### src/rtl/cfg_write_arbiter_pkg.sv
// Shared constants for the PWM configuration-bank write arbiter: register map and FSM encoding.
package cfg_pkg;

  localparam logic [6:0] ADDR_EN_OUT_LO = 7'h00;
  localparam logic [6:0] ADDR_EN_OUT_HI = 7'h01;
  localparam logic [6:0] ADDR_EN_PWM_LO = 7'h02;
  localparam logic [6:0] ADDR_EN_PWM_HI = 7'h03;
  localparam logic [6:0] ADDR_PWM_DUTY  = 7'h04;

  typedef enum logic {
    ST_IDLE   = 1'b0,
    ST_COMMIT = 1'b1
  } state_e;

endpackage

### src/rtl/cfg_write_arbiter_if.sv
// Two-requester write handshake (valid/ready + address/data) feeding the config-bank arbiter.
interface cfg_write_arbiter_if #(
  parameter int unsigned ADDR_W = 7,
  parameter int unsigned DATA_W = 8
);

  logic              req0_valid;
  logic [ADDR_W-1:0] req0_addr;
  logic [DATA_W-1:0] req0_data;
  logic              req0_ready;
  logic              req1_valid;
  logic [ADDR_W-1:0] req1_addr;
  logic [DATA_W-1:0] req1_data;
  logic              req1_ready;

  modport master (
    output req0_valid, req0_addr, req0_data,
    output req1_valid, req1_addr, req1_data,
    input  req0_ready, req1_ready
  );

  modport slave (
    input  req0_valid, req0_addr, req0_data,
    input  req1_valid, req1_addr, req1_data,
    output req0_ready, req1_ready
  );

endinterface

### src/rtl/cfg_write_arbiter_rr_arb2.sv
// Combinational two-way round-robin grant; the requester not granted last time wins a tie.
module rr_arb2 (
  input  logic valid0,
  input  logic valid1,
  input  logic last_grant,
  output logic gnt0,
  output logic gnt1
);

  assign gnt0 = valid0 & (~valid1 | last_grant);
  assign gnt1 = valid1 & (~valid0 | ~last_grant);

endmodule

### src/rtl/cfg_write_arbiter.sv
// Round-robin arbiter owning the five PWM configuration registers; one write committed per
// two cycles, with a saturating count of writes to unmapped addresses.
module cfg_write_arbiter
  import cfg_pkg::*;
#(
  parameter int unsigned ADDR_W    = 7,
  parameter int unsigned DATA_W    = 8,
  parameter int unsigned ERR_CNT_W = 8
) (
  input  logic                 clk,
  input  logic                 rst_n,
  cfg_write_arbiter_if.slave   bus,
  output logic [DATA_W-1:0]    en_reg_out_7_0,
  output logic [DATA_W-1:0]    en_reg_out_15_8,
  output logic [DATA_W-1:0]    en_reg_pwm_7_0,
  output logic [DATA_W-1:0]    en_reg_pwm_15_8,
  output logic [DATA_W-1:0]    pwm_duty_cycle,
  output logic                 wr_strobe,
  output logic                 wr_src,
  output logic [ERR_CNT_W-1:0] bad_addr_cnt
);

  state_e            state_q;
  logic              last_grant_q;
  logic [ADDR_W-1:0] hold_addr_q;
  logic [DATA_W-1:0] hold_data_q;
  logic              hold_src_q;
  logic              gnt0;
  logic              gnt1;
  logic              accept_ok;

  rr_arb2 u_rr_arb2 (
    .valid0     (bus.req0_valid),
    .valid1     (bus.req1_valid),
    .last_grant (last_grant_q),
    .gnt0       (gnt0),
    .gnt1       (gnt1)
  );

  // Readys are the only combinational outputs; held low while reset is asserted.
  assign accept_ok      = rst_n & (state_q == ST_IDLE);
  assign bus.req0_ready = accept_ok & gnt0;
  assign bus.req1_ready = accept_ok & gnt1;

  always_ff @(posedge clk or negedge rst_n) begin
    if (!rst_n) begin
      state_q         <= ST_IDLE;
      last_grant_q    <= 1'b1;
      hold_addr_q     <= '0;
      hold_data_q     <= '0;
      hold_src_q      <= 1'b0;
      en_reg_out_7_0  <= '0;
      en_reg_out_15_8 <= '0;
      en_reg_pwm_7_0  <= '0;
      en_reg_pwm_15_8 <= '0;
      pwm_duty_cycle  <= '0;
      wr_strobe       <= 1'b0;
      wr_src          <= 1'b0;
      bad_addr_cnt    <= '0;
    end else begin
      wr_strobe <= 1'b0;
      unique case (state_q)
        ST_IDLE: begin
          if (gnt0 || gnt1) begin
            hold_addr_q <= gnt1 ? bus.req1_addr : bus.req0_addr;
            hold_data_q <= gnt1 ? bus.req1_data : bus.req0_data;
            hold_src_q  <= gnt1;
            state_q     <= ST_COMMIT;
          end
        end
        ST_COMMIT: begin
          case (hold_addr_q)
            ADDR_EN_OUT_LO: en_reg_out_7_0  <= hold_data_q;
            ADDR_EN_OUT_HI: en_reg_out_15_8 <= hold_data_q;
            ADDR_EN_PWM_LO: en_reg_pwm_7_0  <= hold_data_q;
            ADDR_EN_PWM_HI: en_reg_pwm_15_8 <= hold_data_q;
            ADDR_PWM_DUTY:  pwm_duty_cycle  <= hold_data_q;
            default: begin
              if (bad_addr_cnt != '1) bad_addr_cnt <= bad_addr_cnt + ERR_CNT_W'(1);
            end
          endcase
          wr_strobe    <= 1'b1;
          wr_src       <= hold_src_q;
          last_grant_q <= hold_src_q;
          state_q      <= ST_IDLE;
        end
        default: state_q <= ST_IDLE;
      endcase
    end
  end

endmodule

### src/flat_wrapper.sv
// flat-port wrapper written by rule: the top's interface ports become plain ports
module cfg_write_arbiter_flat import cfg_pkg::*;
#(
  parameter int unsigned ADDR_W    = 7,
  parameter int unsigned DATA_W    = 8,
  parameter int unsigned ERR_CNT_W = 8
)
  (clk, rst_n, en_reg_out_7_0, en_reg_out_15_8, en_reg_pwm_7_0, en_reg_pwm_15_8, pwm_duty_cycle, wr_strobe, wr_src, bad_addr_cnt, bus_req0_valid, bus_req0_addr, bus_req0_data, bus_req1_valid, bus_req1_addr, bus_req1_data, bus_req0_ready, bus_req1_ready);
  cfg_write_arbiter_if #(.ADDR_W(ADDR_W), .DATA_W(DATA_W)) bus_i ();
  input  logic clk;
  input  logic rst_n;
  output logic [DATA_W-1:0] en_reg_out_7_0;
  output logic [DATA_W-1:0] en_reg_out_15_8;
  output logic [DATA_W-1:0] en_reg_pwm_7_0;
  output logic [DATA_W-1:0] en_reg_pwm_15_8;
  output logic [DATA_W-1:0] pwm_duty_cycle;
  output logic wr_strobe;
  output logic wr_src;
  output logic [ERR_CNT_W-1:0] bad_addr_cnt;
  input wire logic [$bits(bus_i.req0_valid)-1:0] bus_req0_valid;
  input wire logic [$bits(bus_i.req0_addr)-1:0] bus_req0_addr;
  input wire logic [$bits(bus_i.req0_data)-1:0] bus_req0_data;
  input wire logic [$bits(bus_i.req1_valid)-1:0] bus_req1_valid;
  input wire logic [$bits(bus_i.req1_addr)-1:0] bus_req1_addr;
  input wire logic [$bits(bus_i.req1_data)-1:0] bus_req1_data;
  output wire logic [$bits(bus_i.req0_ready)-1:0] bus_req0_ready;
  output wire logic [$bits(bus_i.req1_ready)-1:0] bus_req1_ready;
  assign bus_i.req0_valid = bus_req0_valid;
  assign bus_i.req0_addr = bus_req0_addr;
  assign bus_i.req0_data = bus_req0_data;
  assign bus_i.req1_valid = bus_req1_valid;
  assign bus_i.req1_addr = bus_req1_addr;
  assign bus_i.req1_data = bus_req1_data;
  assign bus_req0_ready = bus_i.req0_ready;
  assign bus_req1_ready = bus_i.req1_ready;
  cfg_write_arbiter #(.ADDR_W(ADDR_W), .DATA_W(DATA_W), .ERR_CNT_W(ERR_CNT_W)) u_core (.clk(clk), .rst_n(rst_n), .bus(bus_i), .en_reg_out_7_0(en_reg_out_7_0), .en_reg_out_15_8(en_reg_out_15_8), .en_reg_pwm_7_0(en_reg_pwm_7_0), .en_reg_pwm_15_8(en_reg_pwm_15_8), .pwm_duty_cycle(pwm_duty_cycle), .wr_strobe(wr_strobe), .wr_src(wr_src), .bad_addr_cnt(bad_addr_cnt));
endmodule
### config.mk
export PLATFORM = sky130hd
export DESIGN_NAME = cfg_write_arbiter_flat
export DESIGN_NICKNAME = d
export VERILOG_FILES = /design/src/rtl/cfg_write_arbiter_pkg.sv /design/src/rtl/cfg_write_arbiter_if.sv /design/src/rtl/cfg_write_arbiter_rr_arb2.sv /design/src/rtl/cfg_write_arbiter.sv /design/src/flat_wrapper.sv
export SDC_FILE = /design/constraint.sdc
export NUM_CORES = 1
export LEC_CHECK = 0
export ABC_AREA = 1
export BUFFER_PORTS_ARGS = -buffer_cell sky130_fd_sc_hd__buf_2
export CAP_MARGIN = 20
export CORE_ASPECT_RATIO = 0.6
export CORE_MARGIN = 2
export CORE_UTILIZATION = 52
export CTS_BUF_LIST = sky130_fd_sc_hd__clkbuf_8 sky130_fd_sc_hd__clkbuf_16
export DETAILED_ROUTE_END_ITERATION = 7
export GPL_TIMING_DRIVEN = 0
export PLACE_DENSITY = 0.8
export SETUP_SLACK_MARGIN = 0.2
export SYNTH_ARGS = -nofsm -noshare
export SYNTH_HDL_FRONTEND = slang
export SYNTH_SLANG_ARGS = --single-unit
### constraint.sdc
create_clock -name clk -period 2.05 [get_ports clk]
set_clock_uncertainty 0.15 [all_clocks]
set_input_delay 0.205 -clock clk [delete_from_list [all_inputs] [get_ports clk]]
set_output_delay 0.205 -clock clk [all_outputs]
set_load 0.02 [all_outputs]
# After elaboration in Yosys (flattened, before gate mapping)
# Index checks and enable logic that the tools add are counted.
# Widths: inputs -> output; s select.
# op_classes
reduce_logical,10
n_eq_ne,5
shifts,0
add_sub_neg,1
order_cmp,0
div_mod_pow,0
bitwise_logic,12
mul,0
mux,5
# ops
cell,n
$eq 7x2->1 const B,2
$reduce_and 2->1,6
$add 8x1->8 const B,1
$mux 8,1
$ne 8x8->1 const B,1
$eq 7x1->1 const B,1
$eq 7x3->1 const B,1
$logic_not 7->1,1
$mux 7,1
$and 1x1->1,5
$not 1->1,5
$reduce_or 5->1,1
$reduce_and 3->1,1
$mux 1,2
$or 1x1->1,2
$pmux 1 s2,1
$logic_or 1x1->1,1
# totals
n_memories,0
mem_bits_rw,0
regBits,68
in_bits,34
romBits,0
latch_bits,0

# Logic depth before layout (Yosys ltp)
# Gate-level depths: netlist (run 1).
# logic_depth
ltp_word,6
ltp_mapped,8
mapped_depth_nobuf,8

# Cells and area by module
# From an unflattened synthesis (run 1), not the netlist that was laid out.
# hier_totals
cells_unflattened,325
hier_area_um2,3124.2
# by_module_without_submodules
mod,cells_per_inst,n_inst,area_each_um2
cfg_write_arbiter,321,1,3096.7
rr_arb2,4,1,27.5

# Least setup slack after synthesis (run 1)
# No wires, ideal clock.
# synth_timing
path_kind,register -> output
from,reg u_core.last_grant_q
to,out bus_req1_ready
arrival_ps,1380
n_path_buf,1
setup_slack_ps,315
path_stages_with_launch,6
required_ps,1695
cell_sequence,dfstp_2 o21ai_0 a21oi_2 clkbuf_2 nand2_1 nor2_1
# synth_via
elab_chain_cells,4
# synth_lines
element,line,text
start: declaration,cfg_write_arbiter.sv:24,logic last_grant_q;
start signal: assignment,cfg_write_arbiter.sv:84,last_grant_q <= hold_src_q;
$not 1->1,cfg_write_arbiter_rr_arb2.sv:11,assign gnt1 = valid1 & (~valid0 | ~last_grant);
$or 1x1->1,cfg_write_arbiter_rr_arb2.sv:11,
$and 1x1->1,cfg_write_arbiter_rr_arb2.sv:11,
$and 1x1->1,cfg_write_arbiter.sv:43,assign bus.req1_ready = accept_ok & gnt1;
end: declaration,flat_wrapper.sv:27,output wire logic [$bits(bus_i.req1_ready)-1:0] bus_req1_ready;
# No other way between the ends.

# Worst setup path after layout (run 1)
# Ends and elaborated chain as after synthesis.

==> results_dict.tcl, run 1 <==
set metrics [dict create \
    status "finished with violations" \
    violations "hold timing" \
    timing.rr.start "u_core.last_grant_q$_DFFE_PN1P_" \
    diodes 0 \
    synth_top_family_by_area "simple AND/OR/NAND/NOR gates" \
    ant_nets 0 \
    vias_per_cell 4.93 \
    crit_slowest_cell "dfstp_2" \
    worstPathRequired_ns 1.69 \
    peakVddDrop_mv 0.684 \
    drive_above_1_share 0.285 \
    synth_compound_gate_area_share 0.129 \
    grt_use_total 0.243 \
    fin_crit_sh 0.924 \
    fin_crit_ns 1.89 \
    synthAdderAreaFrac 0.00411 \
    cellLeakagePower_uw 0.00214 \
    io_pins 86 \
    slew_headroom 0.604 \
    first_global_vias 2505 \
    cts_buffer_depth 2 \
    synthMuxAreaShare 0 \
    dieArea_um2 6510 \
    slowest_delay_ns 0.55 \
    first_pass_iters 4 \
    fin_hold_ws_ns -0.308 \
    hold_viol 67 \
    yosys.area_share.simple 0.205 \
    grt_max_degree 70 \
    synthToLayoutAreaGrowth_pct 28.3 \
    synth_seq_cells 68 \
    layout_common_cells "buf_2 (87), dfrtp_1 (67), inv_1 (61)" \
    vias 2709 \
    finalPower_uw 5930 \
    drcViolationCount 0 \
    crit_path_end_kind "output pin" \
    yosys.area_share.xor_xnor 0.00287 \
    avgSynthCellArea_um2 8.37 \
    clock_sinks 68 \
    antenna_found_initial 0 \
    hpwl_um 5120 \
    power_density_nw_per_um2 1520 \
    final_max_slew_viol_count 0 \
    syn_inst 364 \
    r2r_slack_ns 0.29 \
    ys_warn_count 0 \
    reg2regPathDepth 8 \
    max_cap_viol_count 0 \
    dieHeight_um 63.3 \
    grt_pass1_wl_um 11900 \
    rsz0062_at_grt "true" \
    coreArea_um2 5620 \
    hp-class "input port to asynchronous set/reset pin" \
    syn-num-nets 399 \
    r2r-end "u_core.hold_data_q[4]$_DFFE_PN0P_" \
    clk_latency_ns 0.34 \
    arrival_ns 1.54 \
    cp_max_fo 3 \
    gr-total-overflow 0 \
    start_util 0.542 \
    path_cells "o21ai_2 > a21oi_2 > clkbuf_8 > nand2_4 > nor2_4 > buf_6" \
    root_buffer "clkbuf_8" \
    final_common_cell "buf_2" \
    clk_pin_slew_ns 0.07 \
    die_x_um 103 \
    path_class "flop to output pin" \
    place_congestion 0.787 \
    final-setup-viol-count 0 \
    drt_iter0_markers 149 \
    wl_per_cell_um 13.4 \
    ys_seq_area_frac 0.559 \
    cts_buffers 9 \
    num_rows 21 \
    tightest_slew_ns 0.594 \
    tritoncts "built" \
    ys_types 23 \
    setup.worst_path.start_class "flop" \
    drt_wl_total_um 7370 \
    cts_max_level 3 \
    syn_area_um2 3050 \
    portBuffers 85 \
    layout.nets 501 \
    fmax_mhz 528 \
]
==> critical path, delay by kind of cell, from the launching register on <==
family	cells	cell delay, ns
flops	1	0.55
simple gates	2	0.12
buf+inv	2	0.28
compound gates	2	0.25
==> registers in the layout, indices dropped and copies added (netlist names) <==
signal / count
u_core.state_q: 1
u_core.hold_addr_q: 7
u_core.hold_data_q: 8
u_core.wr_strobe: 1
u_core.pwm_duty_cycle: 8
u_core.en_reg_out_15_8: 8
u_core.en_reg_pwm_15_8: 8
u_core.last_grant_q: 1
u_core.wr_src: 1
u_core.en_reg_out_7_0: 8
u_core.en_reg_pwm_7_0: 8
u_core.bad_addr_cnt: 8
u_core.hold_src_q: 1
==> metal layers <==
layer	vias up	global-route usage	wire length, um
li1	1341	-	-
met1	1260	0.361	3500
met2	100	0.347	3250
met3	8	0.0699	548
met4	0	0.0691	72
met5	-	0	0
==> synth_stat cells <==
cell / number / area [um2]
nor2_4: 3 / 33.8
nand3_1: 7 / 35.0
clkbuf_1: 3 / 11.3
o21ai_0: 52 / 260
nand2_4: 1 / 11.3
nor2_1: 61 / 229
nand2_1: 57 / 214
nand3b_1: 1 / 7.51
dfstp_2: 1 / 26.3
buf_6: 3 / 33.8
nor2_2: 1 / 6.26
nand4_1: 6 / 37.5
inv_1: 61 / 229
xor2_1: 1 / 8.76
clkbuf_2: 1 / 5.00
nor3_1: 3 / 15.0
buf_2: 5 / 25.0
nand3_2: 2 / 20.0
nor3_4: 1 / 16.3
ha_1: 1 / 12.5
a21oi_2: 1 / 8.76
dfrtp_1: 67 / 1680
a21oi_1: 25 / 125
==> where the power goes <==
part | leakage [uW] | internal [uW] | switching (uW)
clock network | 0.000106 | 669 | 482
registers | 0.000866 | 1940 | 376
logic | 0.00117 | 823 | 1650
total | 0.00214 | 3430 | 2500
==> area by class of cell <==
type / instances / area [um2]
Fill cell: 488 / 1710
Multi-Input combinational cell: 223 / 1090
Timing Repair Buffer: 91 / 483
Clock inverter: 6 / 81.3
Tap cell: 80 / 100
Sequential cell: 68 / 1700
Clock buffer: 9 / 124
Buffer: 12 / 104
Inverter: 61 / 229
==> logic make-up after synthesis <==
family / Yosys count
DFF: 68
and+or+nand+nor: 143
adders and majority gates: 1
AOI/OAI and AO/OA: 78
xor gates and xnor gates: 1
buffers and inverters: 73
==> worst max-delay path by stage <==
stage	start	end
finish	u_core.last_grant_q$_DFFE_PN1P_	bus_req1_ready
global route	u_core.last_grant_q$_DFFE_PN1P_	bus_req1_ready
CTS	u_core.last_grant_q$_DFFE_PN1P_	bus_req1_ready
detailed placement	u_core.last_grant_q$_DFFE_PN1P_	bus_req1_ready
global placement	rst_n	bus_req0_ready
floorplan	u_core.last_grant_q$_DFFE_PN1P_	bus_req1_ready
==> metrics by stage <==
stage,setup WS (ns),util,cells,instance area [um2],TNS [ns]
floorplan,0.315,-,364,3050,0
global placement,-0.217,0.636,529,3570,-0.351
detailed placement,0.199,0.636,529,3580,0
CTS,0.136,0.686,548,3860,0
global route,0.0809,0.696,550,3910,0
finish,0.156,0.696,550,3910,0
==> repair_timing <==
| action | CTS | global route |
|---|---|---|
| buffers inserted | 4 | 2 |
| setup endpoints to repair | 2 | 19 |
| hold endpoints to repair | 67 | 67 |
| cloned | 0 | 0 |
| pin swaps | 4 | 3 |
| gates resized for setup | 15 | 16 |
Power figures use the tool's default switching activity.
==> run 2, diff against run 1 <==
--- a/config.mk
+++ b/config.mk
@@ -14,8 +14,10 @@
 export CTS_BUF_LIST = sky130_fd_sc_hd__clkbuf_8 sky130_fd_sc_hd__clkbuf_16
 export DETAILED_ROUTE_END_ITERATION = 7
 export GPL_TIMING_DRIVEN = 0
-export PLACE_DENSITY = 0.8
+export HOLD_SLACK_MARGIN = 0.15
+export PLACE_DENSITY = 0.76
 export SETUP_SLACK_MARGIN = 0.2
 export SYNTH_ARGS = -nofsm -noshare
 export SYNTH_HDL_FRONTEND = slang
+export SYNTH_HIERARCHICAL = 1
 export SYNTH_SLANG_ARGS = --single-unit
==> results_dict.tcl, run 2 <==
set metrics [dict create \
    status "finished with violations" \
    violations "hold timing" \
    rsz0062_at_grt "false" \
    worstPathRequired_ns 1.69 \
    root_buffer "clkbuf_8" \
    placed_area_um2 3650 \
    clk_latency_ns 0.34 \
    synth.most_common_cell "nand2_1" \
    cts_buffers 9 \
    synth_top_area_share 0.537 \
    tritoncts "built" \
    drcViolationCount 0 \
    cp_max_fo 3 \
    nFillCells 440 \
    cts_max_level 3 \
    avgSynthCellArea_um2 9.61 \
    synthToLayoutAreaGrowth_pct 33.5 \
    path_class "input port to output pin" \
    finalNonFillerCells 538 \
    hp-class "input port to asynchronous set/reset pin" \
    tns_ns 0 \
    syn_inst 325 \
    vias 2676 \
    crit_path_end_kind "output pin" \
    final_common_cell "nand2_1" \
    power_density_nw_per_um2 1290 \
    vias_per_cell 4.97 \
    gr-total-overflow 0 \
    crit_slowest_cell "dlygate4sd3_1" \
    slowest_delay_ns 0.55 \
    setup.worst_path.start_class "input port" \
    peakVddDrop_mv 0.588 \
    dieArea_um2 6660 \
    cellLeakagePower_uw 0.00223 \
    fin_crit_ns 1.79 \
    ys_seq_area_frac 0.545 \
    cts_setup_buffers 0 \
    drive_above_1_share 0.360 \
    drt_iter0_markers 107 \
    hold_viol 67 \
    first_global_vias 2641 \
    ant_nets 0 \
    final_max_slew_viol_count 0 \
    num_rows 21 \
    tightest_slew_ns 0.598 \
    max_cap_viol_count 0 \
    coreArea_um2 5680 \
    ys_warn_count 6 \
    fin_crit_sh 0.875 \
    grt_pass1_wl_um 12800 \
    diodes 0 \
    place_congestion 0.780 \
    holdBufCountCts 32 \
    placed_cells 490 \
    slew_headroom 0.602 \
    clk_pin_slew_ns 0.07 \
    syn-num-nets 360 \
    first_pass_iters 4 \
    hpwl_um 4970 \
    yosys-top-cells-area "dfrtp_1 (54%), nand2_1 (12%), o21ai_2 (7.6%)" \
    die_x_um 104 \
    synth_common_cells "nand2_1 (98), dfrtp_1 (67), inv_1 (32)" \
    final-setup-viol-count 0 \
    io_pins 86 \
    cts_buffer_depth 2 \
    grt_use_total 0.249 \
    drt_wl_total_um 7560 \
    ys_types 30 \
    start_util 0.550 \
    layout_common_cells "nand2_1 (98), buf_2 (88), dfrtp_1 (67)" \
    utilization 0.735 \
    antenna_found_initial 0 \
    grt_max_degree 70 \
    arrival_ns 1.44 \
    synth_seq_cells 68 \
    ys.flop_type "dfrtp_1" \
    synth_top_area_cell "dfrtp_1" \
    fmax_mhz 558 \
    wl_per_cell_um 14.1 \
    stdcell_area_um2 4170 \
    path_cells "dlygate4sd3_1 > buf_2 > a21boi_2 > nand2_1 > nor2_1 > buf_4" \
    portBuffers 85 \
    layout.nets 488 \
    clock_sinks 68 \
    dieHeight_um 64.0 \
    synthArstFlopShare 1.00 \
    synth_edf_count 0 \
    syn_area_um2 3120 \
    fin_hold_ws_ns -0.299 \
]
[run 2: cell families after synthesis]
group	share of synthesized area
adder cells (fa/ha/maj)	0.00400
AND/OR/NAND/NOR	0.197
multiplexers	0.00320
XOR/XNOR	0.0140
buffers and inverters	0.0765
flip-flops	0.545
AO/OA/AOI/OAI	0.160
[run 2: final timing paths]
path / start / endpoint / cells after the start / slack (ns)
setup / recovery: bus_req0_valid / bus_req1_ready / 6 / 0.26
hold / removal: rst_n / u_core/en_reg_out_7_0[2]$_DFFE_PN0P_ / 1 / -0.30
hold reg to reg: u_core/state_q$_DFF_PN0_ / u_core/wr_strobe$_DFF_PN0_ / 0 / 0.25
setup reg to reg: u_core/last_grant_q$_DFFE_PN1P_ / u_core/hold_src_q$_DFFE_PN0P_ / 6 / 0.31
max in group asynchronous: rst_n / u_core/bad_addr_cnt[1]$_DFFE_PN0P_ / 1 / 1.62
min in group clk: u_core/state_q$_DFF_PN0_ / u_core/wr_strobe$_DFF_PN0_ / 0 / 0.25
[run 2: layout make-up]
type	count	area, um2	area share
buffer	13	103	0.0246
clock buffer	9	124	0.0297
clock inverter	7	60.1	0.0144
inverter	37	139	0.0333
multi-input combinational	207	1190	0.285
sequential	68	1700	0.408
tap	80	100	0.0240
timing repair buffer	117	754	0.181
[run 2: metrics by stage]
stage,setup slack [ns],total power (uW)
2_1_floorplan,0.477,3600
3_3_place_gp,-0.171,4260
3_5_place_dp,0.314,4320
4_1_cts,0.213,5420
5_1_grt,0.200,5770
6_report,0.257,5400
[run 2: repair_timing]
action | CTS | global route
setup endpoints to repair | 0 | 20
resized for setup | 0 | 6
endpoints found under the hold margin | 83 | 67
[run 2: where the power goes]
part	switching (uW)	total (uW)	internal (uW)	leakage [uW]
sequential	299	2130	1830	0.000892
combinational	1530	2250	725	0.00123
clock	472	1020	546	0.000101
total	2300	5400	3100	0.00223
[run 2: worst max-delay path: cells and delay by family]
family / cells / cell delay, ns
buffers and inverters: 3 / 0.84
AND/OR/NAND/NOR: 2 / 0.23
AO/OA/AOI/OAI: 1 / 0.16
[run 2: routing by layer]
| layer | track usage | wire (um) | up-vias |
|---|---|---|---|
| met3 | 0.0745 | 535 | 15 |
| met2 | 0.390 | 3280 | 104 |
| met5 | 0 | 0 | - |
| li1 | - | - | 1309 |
| met1 | 0.340 | 3630 | 1248 |
| met4 | 0.0726 | 119 | 0 |
==> run 3, diff against run 2 <==
--- a/config.mk
+++ b/config.mk
@@ -11,7 +11,6 @@
 export CORE_ASPECT_RATIO = 0.6
 export CORE_MARGIN = 2
 export CORE_UTILIZATION = 52
-export CTS_BUF_LIST = sky130_fd_sc_hd__clkbuf_8 sky130_fd_sc_hd__clkbuf_16
 export DETAILED_ROUTE_END_ITERATION = 7
 export GPL_TIMING_DRIVEN = 0
 export HOLD_SLACK_MARGIN = 0.15
==> results_dict.tcl, run 3 (same netlist as run 2, synthesis figures left out) <==
set metrics [dict create \
    placed_area_um2 3650 \
    cp_max_fo 3 \
    layout.nets 488 \
    dieArea_um2 6660 \
    first_pass_iters 4 \
    cts_buffers 9 \
    slew_headroom 0.607 \
    vias_per_cell 4.96 \
    die_x_um 104 \
    finalNonFillerCells 538 \
    arrival_ns 1.44 \
    hp-class "input port to asynchronous set/reset pin" \
    dieHeight_um 64.0 \
    worstPathRequired_ns 1.69 \
    cts_buffer_depth 2 \
    rsz0062_at_grt "false" \
    layout_common_cells "nand2_1 (98), buf_2 (88), dfrtp_1 (67)" \
    grt_pass1_wl_um 12800 \
    wl_per_cell_um 14.1 \
    vias 2667 \
    clock_sinks 68 \
    fmax_mhz 558 \
    drive_above_1_share 0.360 \
    utilization 0.735 \
    io_pins 86 \
    max_cap_viol_count 0 \
    cts_setup_buffers 0 \
    power_density_nw_per_um2 1300 \
    path_class "input port to output pin" \
    holdBufCountCts 32 \
    nFillCells 440 \
    root_buffer "clkbuf_8" \
    stdcell_area_um2 4170 \
    coreArea_um2 5680 \
    gr-total-overflow 0 \
    placed_cells 490 \
    violations "hold timing" \
    peakVddDrop_mv 0.598 \
    hpwl_um 4970 \
    fin_crit_ns 1.79 \
    antenna_found_initial 0 \
    crit_path_end_kind "output pin" \
    portBuffers 85 \
    clk_pin_slew_ns 0.07 \
    cts_max_level 3 \
    setup.worst_path.start_class "input port" \
    first_global_vias 2641 \
    num_rows 21 \
    synthToLayoutAreaGrowth_pct 33.5 \
    place_congestion 0.780 \
    fin_hold_ws_ns -0.289 \
    status "finished with violations" \
    final-setup-viol-count 0 \
    ant_nets 0 \
    start_util 0.550 \
    clk_latency_ns 0.33 \
    tritoncts "built" \
    diodes 0 \
    final_max_slew_viol_count 0 \
    fin_crit_sh 0.875 \
    tightest_slew_ns 0.589 \
    hold_viol 67 \
    drt_iter0_markers 106 \
    grt_use_total 0.249 \
    drcViolationCount 0 \
    final_common_cell "nand2_1" \
    drt_wl_total_um 7560 \
    cellLeakagePower_uw 0.00222 \
    grt_max_degree 70 \
]
==> run 3: cell count changes in the layout (fill, tap and decap cells not counted), sizes merged <==
cell,change
clkbuf,+2
inv,-2
==> run 3: critical path: stages <==
cell	delay, ns
dlygate4sd3_1	0.55
buf_2	0.14
a21boi_2	0.16
nand2_1	0.11
nor2_1	0.12
buf_4	0.15
==> run 3: where the power goes <==
| group | switching, uW | internal (uW) | leakage [uW] | total [uW] |
|---|---|---|---|---|
| Combinational | 1520 | 725 | 0.00123 | 2250 |
| Clock | 471 | 556 | 0.0000931 | 1030 |
| Sequential | 298 | 1830 | 0.000892 | 2130 |
| Total | 2290 | 3110 | 0.00222 | 5400 |
==> run 3: what timing repair did <==
action / CTS / global route
endpoints found under the setup margin: 0 / 20
hold endpoints to repair: 83 / 67
gates resized for setup: 0 / 6
==> run 3: routing by layer <==
layer  global-route usage  share of wire  wire length [um]
met5                    0              0                 0
met4               0.0726          0.011                82
met3               0.0745          0.085               644
met2                0.390           0.44              3320
met1                0.340           0.47              3520
==> run 3: layout make-up <==
class | instances | area, um2 | area share
Sequential cell | 68 | 1700 | 0.408
Inverter | 37 | 139 | 0.0333
Clock buffer | 11 | 131 | 0.0315
Tap cell | 80 | 100 | 0.0240
Buffer | 13 | 103 | 0.0246
Multi-Input combinational cell | 207 | 1190 | 0.285
Clock inverter | 5 | 52.6 | 0.0126
Timing Repair Buffer | 117 | 754 | 0.181
==> run 3: metrics by stage <==
stage                     hold slack (ns)  worst slack [ns]  power [uW]  TNS (ns)
final                              -0.289             0.257        5400         0
after global routing               -0.244             0.200        5780         0
after CTS                          -0.167             0.212        5430         0
after detailed placement            0.204             0.314        4320         0
after global placement              0.235            -0.171        4260    -0.340
after floorplan                    -0.241             0.477        3600         0
==> run 3: path summary, 6_finish.rpt <==
| check | start | end | slack (ns) | cells after the start |
|---|---|---|---|---|
| min | rst_n | u_core/en_reg_out_7_0[4]$_DFFE_PN0P_ | -0.29 | 1 |
| max in group asynchronous | rst_n | u_core/bad_addr_cnt[1]$_DFFE_PN0P_ | 1.64 | 1 |
| max reg2reg | u_core/last_grant_q$_DFFE_PN1P_ | u_core/hold_src_q$_DFFE_PN0P_ | 0.31 | 6 |
| min in group clk | bus_req1_valid | u_core/hold_data_q[7]$_DFFE_PN0P_ | 0.24 | 6 |
| min reg2reg | u_core/state_q$_DFF_PN0_ | u_core/wr_strobe$_DFF_PN0_ | 0.25 | 0 |
| max | bus_req0_valid | bus_req1_ready | 0.26 | 6 |
